$ cat config.mk
export PLATFORM = sky130hd
export DESIGN_NAME = mono_data_tx
export DESIGN_NICKNAME = d
export VERILOG_FILES = /design/src/rtl/mono_pkg.sv /design/src/rtl/mono_data_tx_fifo.sv /design/src/rtl/mono_data_tx.sv
export SDC_FILE = /design/constraint.sdc
export NUM_CORES = 1
export LEC_CHECK = 0
export BUFFER_PORTS_ARGS = -buffer_cell sky130_fd_sc_hd__buf_4
export CORE_MARGIN = 2
export CORE_UTILIZATION = 35
export DETAILED_ROUTE_END_ITERATION = 7
export GPL_ROUTABILITY_DRIVEN = 0
export GPL_TIMING_DRIVEN = 0
export SKIP_LAST_GASP = 1
export SLEW_MARGIN = 10
export SYNTH_ARGS = -nofsm -noshare
export SYNTH_HDL_FRONTEND = slang
export SYNTH_HIERARCHICAL = 1
export SYNTH_SLANG_ARGS = --single-unit
$ cat constraint.sdc
create_clock -name BUS_CLK -period 4.76 [get_ports BUS_CLK]
set_input_delay 0.714 -clock BUS_CLK [delete_from_list [all_inputs] [get_ports BUS_CLK]]
set_output_delay 0.714 -clock BUS_CLK [all_outputs]
set_load 0.05 [all_outputs]
$ cat src/rtl/mono_pkg.sv
// Shared hit-word layout and transmit FSM state encoding for the mono readout path.
package mono_pkg;

  localparam int HIT_WIDTH = 27;
  localparam int COL_W     = 6;
  localparam int COL_OFF   = 21;
  localparam int ROW_W     = 9;
  localparam int ROW_OFF   = 12;
  localparam int LE_W      = 6;
  localparam int LE_OFF    = 6;
  localparam int TE_W      = 6;
  localparam int TE_OFF    = 0;

  typedef enum logic [1:0] {
    TX_IDLE  = 2'd0,
    TX_LOAD  = 2'd1,
    TX_SHIFT = 2'd2
  } tx_state_t;

  function automatic logic [HIT_WIDTH-1:0] pack_hit(
    input logic [COL_W-1:0] col,
    input logic [ROW_W-1:0] row,
    input logic [LE_W-1:0]  le,
    input logic [TE_W-1:0]  te
  );
    logic [HIT_WIDTH-1:0] h;
    h = '0;
    h[COL_OFF +: COL_W] = col;
    h[ROW_OFF +: ROW_W] = row;
    h[LE_OFF  +: LE_W]  = le;
    h[TE_OFF  +: TE_W]  = te;
    return h;
  endfunction

endpackage

$ cat src/rtl/mono_data_tx_fifo.sv
// Synchronous hit FIFO with show-ahead read port and occupancy count.
// Latency: pushed word visible on pop_dat the cycle after push; pop_dat always shows the head.
// Backpressure: push dropped when full unless a pop happens in the same cycle.
module mono_data_tx_fifo #(
  parameter int DEPTH = 16,
  parameter int WIDTH = 27
) (
  input  logic                     clk,
  input  logic                     rst,
  input  logic                     push,
  input  logic [WIDTH-1:0]         push_dat,
  input  logic                     pop,
  output logic [WIDTH-1:0]         pop_dat,
  output logic                     full,
  output logic                     empty,
  output logic [$clog2(DEPTH):0]   count
);

  localparam int AW = $clog2(DEPTH);

  logic [AW:0]      wr_ptr;
  logic [AW:0]      rd_ptr;
  logic [WIDTH-1:0] mem [DEPTH];
  logic             do_push;
  logic             do_pop;

  assign do_pop  = pop & ~empty;
  assign do_push = push & (~full | do_pop);

  // Extra pointer MSB distinguishes full from empty when the index bits match.
  assign empty   = (wr_ptr == rd_ptr);
  assign full    = (wr_ptr[AW] != rd_ptr[AW]) && (wr_ptr[AW-1:0] == rd_ptr[AW-1:0]);
  assign count   = wr_ptr - rd_ptr;
  assign pop_dat = mem[rd_ptr[AW-1:0]];

  always_ff @(posedge clk) begin
    if (rst) begin
      wr_ptr <= '0;
      rd_ptr <= '0;
    end else begin
      if (do_push) wr_ptr <= wr_ptr + 1'b1;
      if (do_pop)  rd_ptr <= rd_ptr + 1'b1;
    end
  end

  always_ff @(posedge clk) begin
    if (do_push) mem[wr_ptr[AW-1:0]] <= push_dat;
  end

endmodule

$ cat src/rtl/mono_data_tx.sv
// Buffers pixel hits and serialises one 27-bit word MSB-first per host read edge; optional MONO_DATA_TX_LOST_CNT_EN lost-hit counter.
// Latency: first bit on TX_DATA two cycles after the read edge is registered; 27*CLK_DIV cycles per word.
// Backpressure: hits dropped (and counted) when the buffer is full or TX_FREEZE is high.
module mono_data_tx
  import mono_pkg::*;
#(
  parameter int DEPTH   = 16,
  parameter int CLK_DIV = 4
) (
  input  logic                 BUS_CLK,
  input  logic                 BUS_RST,
  input  logic                 HIT_WR,
  input  logic [HIT_WIDTH-1:0] HIT_DATA,
  output logic                 HIT_FULL,
  output logic                 TX_TOKEN,
  output logic                 TX_DATA,
  output logic                 TX_CLK,
  input  logic                 TX_READ,
  input  logic                 TX_FREEZE,
  output logic                 BUSY,
  output logic [7:0]           LOST_CNT
);

  localparam int CW   = $clog2(DEPTH) + 1;
  localparam int DIVW = $clog2(CLK_DIV);
  localparam int BW   = $clog2(HIT_WIDTH);
  localparam int HALF = CLK_DIV / 2;

  tx_state_t            state;
  logic [HIT_WIDTH-1:0] shreg;
  logic [DIVW-1:0]      div_cnt;
  logic [BW-1:0]        bit_cnt;
  logic                 read_q;
  logic                 read_edge;
  logic                 tx_data_r;
  logic                 tx_clk_r;
  logic                 busy_r;
  logic                 token_r;

  logic                 fifo_full;
  logic                 fifo_empty;
  logic [CW-1:0]        fifo_count;
  logic [HIT_WIDTH-1:0] fifo_dat;
  logic                 pop;
  logic                 hit_acc;

  // The only pop happens in LOAD, which is entered only with a non-empty buffer.
  assign pop       = (state == TX_LOAD);
  assign hit_acc   = HIT_WR & ~TX_FREEZE & (~fifo_full | pop);
  assign read_edge = TX_READ & ~read_q;
  assign HIT_FULL  = (fifo_count == CW'(DEPTH));

  mono_data_tx_fifo #(
    .DEPTH (DEPTH),
    .WIDTH (HIT_WIDTH)
  ) u_fifo (
    .clk      (BUS_CLK),
    .rst      (BUS_RST),
    .push     (hit_acc),
    .push_dat (HIT_DATA),
    .pop      (pop),
    .pop_dat  (fifo_dat),
    .full     (fifo_full),
    .empty    (fifo_empty),
    .count    (fifo_count)
  );

  always_ff @(posedge BUS_CLK) begin
    if (BUS_RST) begin
      state     <= TX_IDLE;
      shreg     <= '0;
      div_cnt   <= '0;
      bit_cnt   <= '0;
      read_q    <= 1'b0;
      tx_data_r <= 1'b0;
      tx_clk_r  <= 1'b0;
      busy_r    <= 1'b0;
      token_r   <= 1'b0;
    end else begin
      read_q  <= TX_READ;
      token_r <= ~fifo_empty;
      case (state)
        TX_IDLE: begin
          if (read_edge && !fifo_empty) begin
            state  <= TX_LOAD;
            busy_r <= 1'b1;
          end
        end
        TX_LOAD: begin
          state     <= TX_SHIFT;
          shreg     <= fifo_dat;
          tx_data_r <= fifo_dat[HIT_WIDTH-1];
          tx_clk_r  <= 1'b0;
          div_cnt   <= '0;
          bit_cnt   <= BW'(HIT_WIDTH - 1);
        end
        TX_SHIFT: begin
          if (div_cnt == DIVW'(CLK_DIV - 1)) begin
            // End of a bit period: TX_CLK drops in the same cycle the data moves on.
            tx_clk_r <= 1'b0;
            div_cnt  <= '0;
            if (bit_cnt == '0) begin
              state     <= TX_IDLE;
              busy_r    <= 1'b0;
              tx_data_r <= 1'b0;
              shreg     <= '0;
            end else begin
              bit_cnt   <= bit_cnt - 1'b1;
              shreg     <= {shreg[HIT_WIDTH-2:0], 1'b0};
              tx_data_r <= shreg[HIT_WIDTH-2];
            end
          end else begin
            div_cnt  <= div_cnt + 1'b1;
            tx_clk_r <= (div_cnt >= DIVW'(HALF - 1));
          end
        end
        default: begin
          state     <= TX_IDLE;
          busy_r    <= 1'b0;
          tx_data_r <= 1'b0;
          tx_clk_r  <= 1'b0;
        end
      endcase
    end
  end

  assign TX_DATA  = tx_data_r;
  assign TX_CLK   = tx_clk_r;
  assign BUSY     = busy_r;
  assign TX_TOKEN = token_r;

`ifdef MONO_DATA_TX_LOST_CNT_EN
  logic       hit_lost;
  logic [7:0] lost_cnt;

  assign hit_lost = HIT_WR & ~hit_acc;

  always_ff @(posedge BUS_CLK) begin
    if (BUS_RST) begin
      lost_cnt <= '0;
    end else if (hit_lost && lost_cnt != 8'hFF) begin
      lost_cnt <= lost_cnt + 1'b1;
    end
  end

  assign LOST_CNT = lost_cnt;
`else
  assign LOST_CNT = '0;
`endif

endmodule

# Word level (Yosys, flattened, before mapping)
# Memory sizes are Yosys's and may differ from the RTL's. A register that Yosys moved wholly into a read port is not among the register bits.
# Cells that the tools add are included.
# W data, S select, Z words.
[totals]
ff_bits = 50
latchBits = 0
ramBits = 432
rom_bits = 0
input_bits = 32
output_inout_bits = 13
elab_cells = 78
memories = 1
[op_classes]
addsub = 5
multipliers = 0
div = 0
magnitude_cmp = 1
n_eq_ne = 11
shift = 0
mux = 25
bitwise_logic = 13
n_reduce_logical = 11
[mem_list]
columns = ["name", "words", "width", "read_ports", "rd_clocked_by_memory_dff", "write_ports", "line_no", "text"]
rows = [
  ["u_fifo.mem", 16, 27, 1, 1, 1, "mono_data_tx_fifo.sv:23", "logic [WIDTH-1:0] mem [DEPTH];"],
]
[ops]
columns = ["op", "n"]
rows = [
  ["$mux W26", 2],
  ["$pmux W26 S2", 1],
  ["$add A5 B1 Y5 const B", 2],
  ["$mux W5", 2],
  ["$pmux W5 S2", 1],
  ["$mux W1", 8],
  ["$mux W2", 4],
  ["$mux W4", 2],
  ["$ne A2 B2 Y1 const B", 4],
  ["$not A1 Y1", 6],
  ["$pmux W1 S3", 2],
  ["$pmux W2 S3", 1],
  ["$reduce_and A3 Y1", 2],
  ["$and A1 B1 Y1", 5],
  ["$eq A5 B5 Y1", 1],
  ["$eq A5 B5 Y1 const B", 1],
  ["$logic_not A5 Y1", 1],
  ["$sub A5 B1 Y5 const B", 1],
  ["$sub A5 B5 Y5", 1],
  ["$eq A2 B2 Y1 const B", 2],
  ["$eq A4 B4 Y1", 1],
  ["$pmux W2 S2", 1],
  ["$reduce_and A2 Y1", 2],
  ["$reduce_and A4 Y1", 1],
  ["other kinds (10)", 12],
]

# Longest topological paths before layout
# Gate-level depths: netlist of run 1.
[logic_depth]
depth_word = 8
ltp_mapped = 8
ltp_nobuf = 8

# Hierarchy
# The synthesis of run 1 kept the hierarchy.
[modules_own_cells]
columns = ["module", "n_inst", "cells_per_inst", "area_each_um2", "seq_area_each_um2"]
rows = [
  ["mono_data_tx_fifo", 1, 760, 17098.9, 13252.7],
  ["mono_data_tx", 1, 184, 1727.9, 800.8],
]

# Worst setup path before layout of run 1
# OpenSTA, ideal clock, no wires.
[synth_path]
kind = "flip-flop to flip-flop"
start = "register u_fifo.wr_ptr[0]"
end = "memory u_fifo.mem[0][0] (enable)"
setup_ps = 445
arrival_ps = 3886
required_time_ps = 4315
slack_ps = 429
path_stages_with_launch = 9
cell_sequence = "dfxtp_1 > inv_1 > ha_1 > nand4_1 > nor2_1 > a211oi_1 > o31a_1 > nand2_1 > nor3_1"
[synth_between]
elab_chain_cells = 8
elab_cells_between_ends = 12
[synth_rtl]
columns = ["element", "line_no", "text"]
rows = [
  ["start: declaration", "mono_data_tx_fifo.sv:21", "logic [AW:0] wr_ptr;"],
  ["start signal: assignment", "mono_data_tx_fifo.sv:41", "if (do_push) wr_ptr <= wr_ptr + 1'b1;"],
  ["$eq A4 B4 Y1", "mono_data_tx_fifo.sv:32", "assign full = (wr_ptr[AW] != rd_ptr[AW]) && (wr_ptr[AW-1:0] == rd_ptr[AW-1:0]);"],
  ["$logic_and A1 B1 Y1", "mono_data_tx_fifo.sv:32", ""],
  ["net fifo_full", "mono_data_tx.sv:40", "logic fifo_full;"],
  ["$not A1 Y1", "mono_data_tx.sv:49", "assign hit_acc = HIT_WR & ~TX_FREEZE & (~fifo_full | pop);"],
  ["$or A1 B1 Y1", "mono_data_tx.sv:49", ""],
  ["$and A1 B1 Y1", "mono_data_tx.sv:49", ""],
  ["net hit_acc", "mono_data_tx.sv:45", "logic hit_acc;"],
  ["$and A1 B1 Y1", "mono_data_tx_fifo.sv:28", "assign do_push = push & (~full | do_pop);"],
  ["$mux W1", "mono_data_tx_fifo.sv:47", "if (do_push) mem[wr_ptr[AW-1:0]] <= push_dat;"],
  ["$mux W1 (not written as such)", "mono_data_tx_fifo.sv:47", ""],
  ["end: declaration", "mono_data_tx_fifo.sv:23", ""],
]
# The timed path passes the listed nets, and every way through them passes these cells.

# Worst setup path in the final report of run 1
[layout_path]
start = "register u_fifo.wr_ptr[0]"
end = "memory u_fifo.mem[1][18] (enable)"
# Same word-level chain as after synthesis.

==> results of run 1 <==
[flip-flops by register name, indices dropped and copies added, names as in the netlist, named ones only]
register,cells
bit_cnt,5
TX_TOKEN,1
state,2
BUSY,1
TX_DATA,1
TX_CLK,1
u_fifo/rd_ptr,5
read_q,1
div_cnt,2
u_fifo/wr_ptr,5
shreg,26
u_fifo/mem,432
[layout make-up]
class                   instances  area share [%]
clock buffers                  58           5.812
plain buffers                  60           1.549
clock inverters                31           1.858
multi-input cells             390           20.30
flip-flops and latches        486           63.25
repair buffers                 64           3.058
well taps                     696           3.920
inverters                      15          0.2534
[power breakdown]
part	switching [W]	internal, W
Sequential	0.0000504	0.00473
Clock	0.00159	0.00248
Combinational	0.000472	0.000348
[synthesized netlist by cell type (2+ instances only)]
master,n,area [um2]
a21o_1,2,15.01
or4_1,2,15.01
mux2i_1,4,40.04
a21oi_1,13,65.06
a22oi_1,34,255.2
nand2_1,37,138.9
a222oi_1,25,250.2
nand3b_1,3,22.52
and2_1,2,12.51
clkbuf_1,24,90.09
xor2_1,5,43.79
buf_4,12,90.09
and3_1,2,12.51
nand4_1,2,12.51
nor3_1,5,25.02
inv_1,15,56.30
buf_6,6,67.56
mux4_2,108,2432
buf_1,7,26.28
nor2b_1,5,31.28
a22oi_2,20,250.2
nand3_1,3,15.01
ha_1,14,175.2
nor2_1,59,221.5
xnor2_1,4,35.03
a211oi_1,3,22.52
edfxtp_1,432,12970
dfxtp_1,54,1081
nand2b_1,6,37.54
o21ai_0,4,20.02
buf_2,10,50.05
[final timing paths]
path / startpoint / to / cells after the start
worst min register to register: shreg[0] / shreg[0] / 2
worst max-delay path: u_fifo/wr_ptr[0] / u_fifo/mem[1][18] / 11
worst min-delay path: TX_READ / read_q / 2
worst max register to register: u_fifo/wr_ptr[0] / u_fifo/mem[1][18] / 11
[through the flow]
stage	util (%)	cells	setup slack, ns	total power [W]	hold WS [ns]
floorplan	-	951	0.4294	0.005425	0.4313
global placement	37.38	1683	-2.421	0.005669	0.4464
detailed placement	38.35	1711	0.8957	0.005692	0.4516
CTS	41.53	1800	0.8877	0.009748	0.3599
global route	41.53	1800	0.6103	0.009985	0.3808
finish	41.53	1800	0.9062	0.009660	0.3833
[layer usage]
layer / up-vias / GRT usage [%]
li1: 4115 / -
met3: 80 / 2.738
met5: - / 0
met4: 4 / 4.710
met1: 5067 / 20.45
met2: 266 / 25.15
[logic make-up after synthesis]
kind of cell | Yosys count | synth area share, %
fa+ha+maj | 15 | 1.037
mux | 112 | 13.13
flops | 486 | 74.65
buf+inv | 75 | 2.127
compound gates | 112 | 5.277
simple gates | 132 | 3.170
xor+xnor | 11 | 0.5915
other cells | 1 | 0.01992
[worst register-to-register path, delay by kind of cell, from the launching register on]
family | cells | cell delay (ns)
compound gates | 2 | 0.85
fa+ha+maj | 1 | 0.33
buf+inv | 4 | 0.77
flops | 1 | 0.42
simple gates | 4 | 1.20
==> metrics.csv, run 1 <==
stage,metric,value,unit
critical_path,crit_top_cell,buf_4,
floorplan,boundaryPins,45,
yosys,ys.flop_type,edfxtp_1,
critical_path,crit_family,simple AND/OR/NAND/NOR gates,
clock_network,htreeDepth,2,
sta,fin_tns_setup,0,ns
clock_network,cts_resized,0,
sta,fin_crit_sh,80.96,%
clock_network,cts_buffers,48,
sta,period_needed,3.854,ns
global_route,grt_max_degree,21,
floorplan,row_count,85,
finish,mostFrequentLayoutCell,edfxtp_1,
detailed_routing,firstDrtPassIters,7,
sta,fmax,259.5,MHz
finish,multi_input_area,4509,um2
detailed_routing,wl_per_cell,23.51,um
yosys,syn-cell-area,18830,um2
global_route,grt_overflow,0,
sta,maxSlewViolCount,0,
critical_path,worstSetupEndpointType,flip-flop,
placement,hpwl,27000,um
sta,setup_viol,0,
yosys,async_flop_share,0,%
critical_path,critPathSlowestCell,nor3_2,
power_and_ir_drop,ir_drop,0.2807,mV
clock_network,cts_root_buffer,clkbuf_16,
hold_path,worstHoldPathType,input port to flip-flop,
detailed_routing,first_iter_violations,1007,
finish,num_antenna_cells,0,
critical_path,crit_fanout,8,
placement,place_area,20510,um2
sta,worstMarginPinSlew,1.048,ns
critical_path,critPathKind,flip-flop to flip-flop,
sta,rsz0062_at_grt,false,
global_route,grt_pass1_vias,9704,
finish,drive_gt1_share,28.80,%
global_route,grt_usage,15.19,%
critical_path,max_stage_delay,0.53,ns
yosys,syn_inst,944,
finish,ff_latch_area,14050,um2
clock_network,ctsHoldBuffers,0,
finish,fin_nets,1112,
floorplan,dieArea,55660,um2
finish,synthToLayoutAreaGrowth,18.01,%
critical_path,r2r_slack,0.91,ns
clock_network,clock-sinks,486,
detailed_routing,drc,0,
finish,layout_common_cells,"432 x edfxtp_1, 108 x mux4_2, 59 x buf_4",
clock_network,cts_setup_buffers,0,
placement,io_buffers,36,
critical_path,required,5.04,ns
run,max_cap_viol_count,0,
yosys,synth-seq-area-share,74.65,%
power_and_ir_drop,p_leak,6.999,nW
detailed_routing,drtAntennaViolNets,0,
clock_network,clockBufferDepth,3,
critical_path,cp.arrival,4.14,ns
critical_path,crit_chain,inv_1 > ha_1 > nand4_1 > nor2_1 > a211oi_1 > o31a_1 > nand2_1 > nor3_2 > buf_4 > buf_6 > buf_4,
floorplan,die_w,235.9,um
detailed_routing,dr_wl_met2,20610,um
sta,hold_viol,0,
global_route,grt_antenna_before_repair,2,
floorplan,design.core.area,53500,um2
detailed_routing,vias,9532,
finish,final_area,22220,um2
yosys,yosysWarnings,6,
yosys,ys_seq_elements,486,
critical_path,worstSetupStartpointType,flip-flop,
detailed_routing,wl_met1,18420,um
detailed_routing,wirelength,42320,um
detailed_routing,vias_per_cell,5.296,
clock_network,path_clk_slew,0.06,ns
yosys,ys_types,53,
finish,fill_cells,4663,
clock_network,tritoncts,done,
sta,fin_skew,0.01775,ns
detailed_routing,top_layer_used,met5,
critical_path,critPathBufInv,4,
yosys,synth_edf_count,432,
floorplan,start_util,35.19,%
sta,timing.slew.headroom,30.13,%
detailed_routing,wl_met3,2258,um
yosys,synth.avg_cell_area,19.94,um2
clock_network,clk_latency,0.58,ns
power_and_ir_drop,cellPowerDensity,434.8,nW/um2
global_route,grt_pass1_wl,62290,um
status,outcome,"complete, no violations",
floorplan,die_h,235.9,um
No activity file was read; power rests on OpenSTA's default activity.
==> run 2: changes to the inputs <==
- ABC_AREA: default -> 1
- clock period: 4.76 -> 3.4 ns (I/O delays scaled with it)
==> run 2 against run 1 <==
Net effect:
- worst hold slack got worse by 0.24 ns
- via count increased by 52%
- first-iteration DRC count rose by 58%
- critical path depth grew 2
- combinational power grew to 3.3 times the previous value
- register-to-register slack worse by 0.66 ns
- highest routed layer unchanged
- sequential share of layout area is 4.7 points lower
- sequential cell count unchanged
- global-route usage up 4.5 points
- area after synthesis is 9.0% higher
==> metrics.csv, run 2 <==
stage,metric,value,unit
power_and_ir_drop,p_leak,9.022,nW
sta,setup_viol,0,
yosys,syn_inst,1935,
finish,drive_gt1_share,11.21,%
yosys,synthXorXnorAreaFrac,0.2560,%
critical_path,cp.arrival,3.42,ns
sta,hold_viol,0,
critical_path,worstSetupEndpointType,flip-flop,
yosys,synth_top_area_share,63.19,%
global_route,grt_pass1_vias,13660,
finish,num_antenna_cells,0,
yosys,synth.most_common_cell,nand2_1,
global_route,grt_max_degree,20,
detailed_routing,wirelength,60020,um
critical_path,crit_chain,clkbuf_1 > inv_1 > ha_1 > nand2_1 > nor3_1 > nand2_1 > nand2_1 > nor2_1 > nand2_1 > inv_2 > nand2_1 > nor2_4 > buf_12,
clock_network,cts_buffers,49,
yosys,yosysWarnings,6,
critical_path,critPathBufInv,4,
sta,fin_crit_sh,92.70,%
detailed_routing,drc,0,
yosys,synthSimpleGateAreaFrac,19.95,%
global_route,grt_pass1_wl,87950,um
power_and_ir_drop,clockPowerShare,34.7,%
sta,setup_ws,0.2480,ns
yosys,syn-cell-area,20530,um2
finish,mostFrequentLayoutCell,nand2_1,
clock_network,clock-sinks,486,
finish,final_util,41.55,%
critical_path,critPathSlowestCell,nor2_1,
global_route,grt_overflow,0,
finish,layout_common_cells,"534 x nand2_1, 432 x edfxtp_1, 213 x nand3_1",
floorplan,die_w,246.2,um
yosys,netlist_top_cells_count,"534 x nand2_1, 432 x edfxtp_1, 226 x nor2_1, 213 x nand3_1, 137 x inv_1",
yosys,ys_types,34,
yosys,synth-compound-area-share,4.681,%
power_and_ir_drop,ir_drop,0.4347,mV
floorplan,row_count,88,
hold_path,holdPathEnd,read_q,
clock_network,clk_latency,0.59,ns
critical_path,critPathKind,flip-flop to flip-flop,
floorplan,dieArea,60610,um2
power_and_ir_drop,seqPwrFrac,46.6,%
run,max_cap_viol_count,0,
yosys,synth_adder_area_share,0.9508,%
power_and_ir_drop,p_int,0.01023,W
global_route,grt_usage,19.73,%
yosys,synth_mux_area_share,0,%
finish,synthToLayoutAreaGrowth,16.99,%
global_route,grt_antenna_before_repair,1,
placement,io_buffers,36,
sta,fmax,317.3,MHz
yosys,async_flop_share,0,%
yosys,synth-seq-area-share,68.45,%
placement,pre_cts_slack,-0.07954,ns
yosys,synth_top_family_by_area,simple AND/OR/NAND/NOR gates,
floorplan,die_h,246.2,um
critical_path,max_stage_delay,0.36,ns
hold_path,hold_path_depth,3,
critical_path,crit_fanout,19,
placement,place_area,22310,um2
power_and_ir_drop,power_switching,0.004172,W
critical_path,reg2regPathDepth,13,
sta,period_needed,3.152,ns
yosys,synth_edf_count,432,
yosys,ys_seq_elements,486,
critical_path,r2r_end,u_fifo/mem[4][15],
hold_path,worstHoldStart,TX_READ,
status,outcome,"complete, no violations",
sta,fin_skew,0.02495,ns
critical_path,crit_family,simple AND/OR/NAND/NOR gates,
finish,final_area,24020,um2
detailed_routing,drtAntennaViolNets,0,
power_and_ir_drop,cellPowerDensity,599.8,nW/um2
placement,hpwl,39570,um
clock_network,clockBufferDepth,3,
yosys,synth_top_area_cell,edfxtp_1,
finish,fin_nets,2110,
sta,maxSlewViolCount,0,
clock_network,tritoncts,done,
critical_path,crit_top_cell,nand2_1,
clock_network,htreeDepth,2,
detailed_routing,firstDrtPassIters,6,
detailed_routing,vias,14520,
sta,timing.slew.headroom,29.58,%
clock_network,path_clk_slew,0.06,ns
yosys,synth_area_leaders,"edfxtp_1 63%, nand2_1 9.8%, dfxtp_1 5.3%",
floorplan,boundaryPins,45,
power_and_ir_drop,swShare,28.97,%
critical_path,crit-reg2reg-launch,u_fifo/rd_ptr[2],
floorplan,design.core.area,57810,um2
yosys,ys.flop_type,edfxtp_1,
detailed_routing,first_iter_violations,1595,
clock_network,cts_root_buffer,clkbuf_16,
critical_path,worstSetupStartpointType,flip-flop,
detailed_routing,vias_per_cell,5.077,
hold_path,worstHoldPathType,input port to flip-flop,
critical_path,required,3.67,ns
yosys,synth.avg_cell_area,10.61,um2
detailed_routing,wl_per_cell,20.98,um
sta,worstMarginPinSlew,1.056,ns
power_and_ir_drop,p_total,0.01440,W
clock_network,ctsHoldBuffers,0,
power_and_ir_drop,p_comb_share,18.7,%
finish,largest_reg_flops,432,
critical_path,r2r_slack,0.25,ns
sta,whs,0.1426,ns
floorplan,start_util,35.52,%
run 2: power groups by stage:
stage               Clock [W]  Sequential, W  Combinational (W)
finish                0.00500        0.00671            0.00269
CTS                   0.00507        0.00671            0.00266
global route          0.00530        0.00672            0.00293
detailed placement          0        0.00684            0.00264
global placement            0        0.00683            0.00258
floorplan                   0        0.00688            0.00164
run 2: worst max-delay path by stage:
stage	startpoint	to	cells after the start
after floorplan	u_fifo/rd_ptr[2]	u_fifo/mem[0][0]	12
after global placement	u_fifo/rd_ptr[2]	u_fifo/mem[4][17]	12
after detailed placement	u_fifo/rd_ptr[2]	u_fifo/mem[0][14]	13
after CTS	u_fifo/rd_ptr[2]	u_fifo/mem[2][11]	13
after global routing	u_fifo/rd_ptr[2]	u_fifo/mem[4][14]	13
final	u_fifo/rd_ptr[2]	u_fifo/mem[4][15]	13
run 2: what timing repair did:
action | CTS | global route
setup buffers | 8 | 10
pin swaps | 6 | 7
endpoints found under the setup margin | 98 | 173
gates resized for setup | 0 | 0
run 2: worst register-to-register path, delay by kind of cell (launching register included):
family | cells | cell delay [ns]
adders and majority gates | 1 | 0.35
and+or+nand+nor | 8 | 1.47
DFF | 1 | 0.30
buffers and inverters | 4 | 0.71
run 2: final cells by class:
| type | instances | area (um2) |
|---|---|---|
| clock inverters | 22 | 152.6 |
| multi-input cells | 1200 | 5455 |
| plain buffers | 111 | 623.1 |
| clock buffers | 62 | 1285 |
| flip-flops and latches | 486 | 14050 |
| well taps | 765 | 957.2 |
| inverters | 145 | 544.3 |
| repair buffers | 70 | 945.9 |
| fillers | 5355 | 33790 |
run 2: cells by family after synthesis:
kind of cell	after synthesis
simple gates	1004
flops	486
buf+inv	256
compound gates	167
fa+ha+maj	15
xor+xnor	6
other cells	1
run 2: metal layers:
metal,GRT usage [%],part of all wire [%],vias to the layer above
li1,-,-,6750
met1,26.01,41,7015
met2,32.62,47,632
met3,3.649,8.6,125
met4,6.774,3.5,2
met5,0,0.027,-
run 2: per-stage QoR:
stage          setup TNS (ns)  std cells
3_5_place_dp           -2.062       2759
2_1_floorplan               0       1942
3_3_place_gp          -674.42       2743
4_1_cts                     0       2851
5_1_grt               -0.4036       2861
6_report                    0       2861
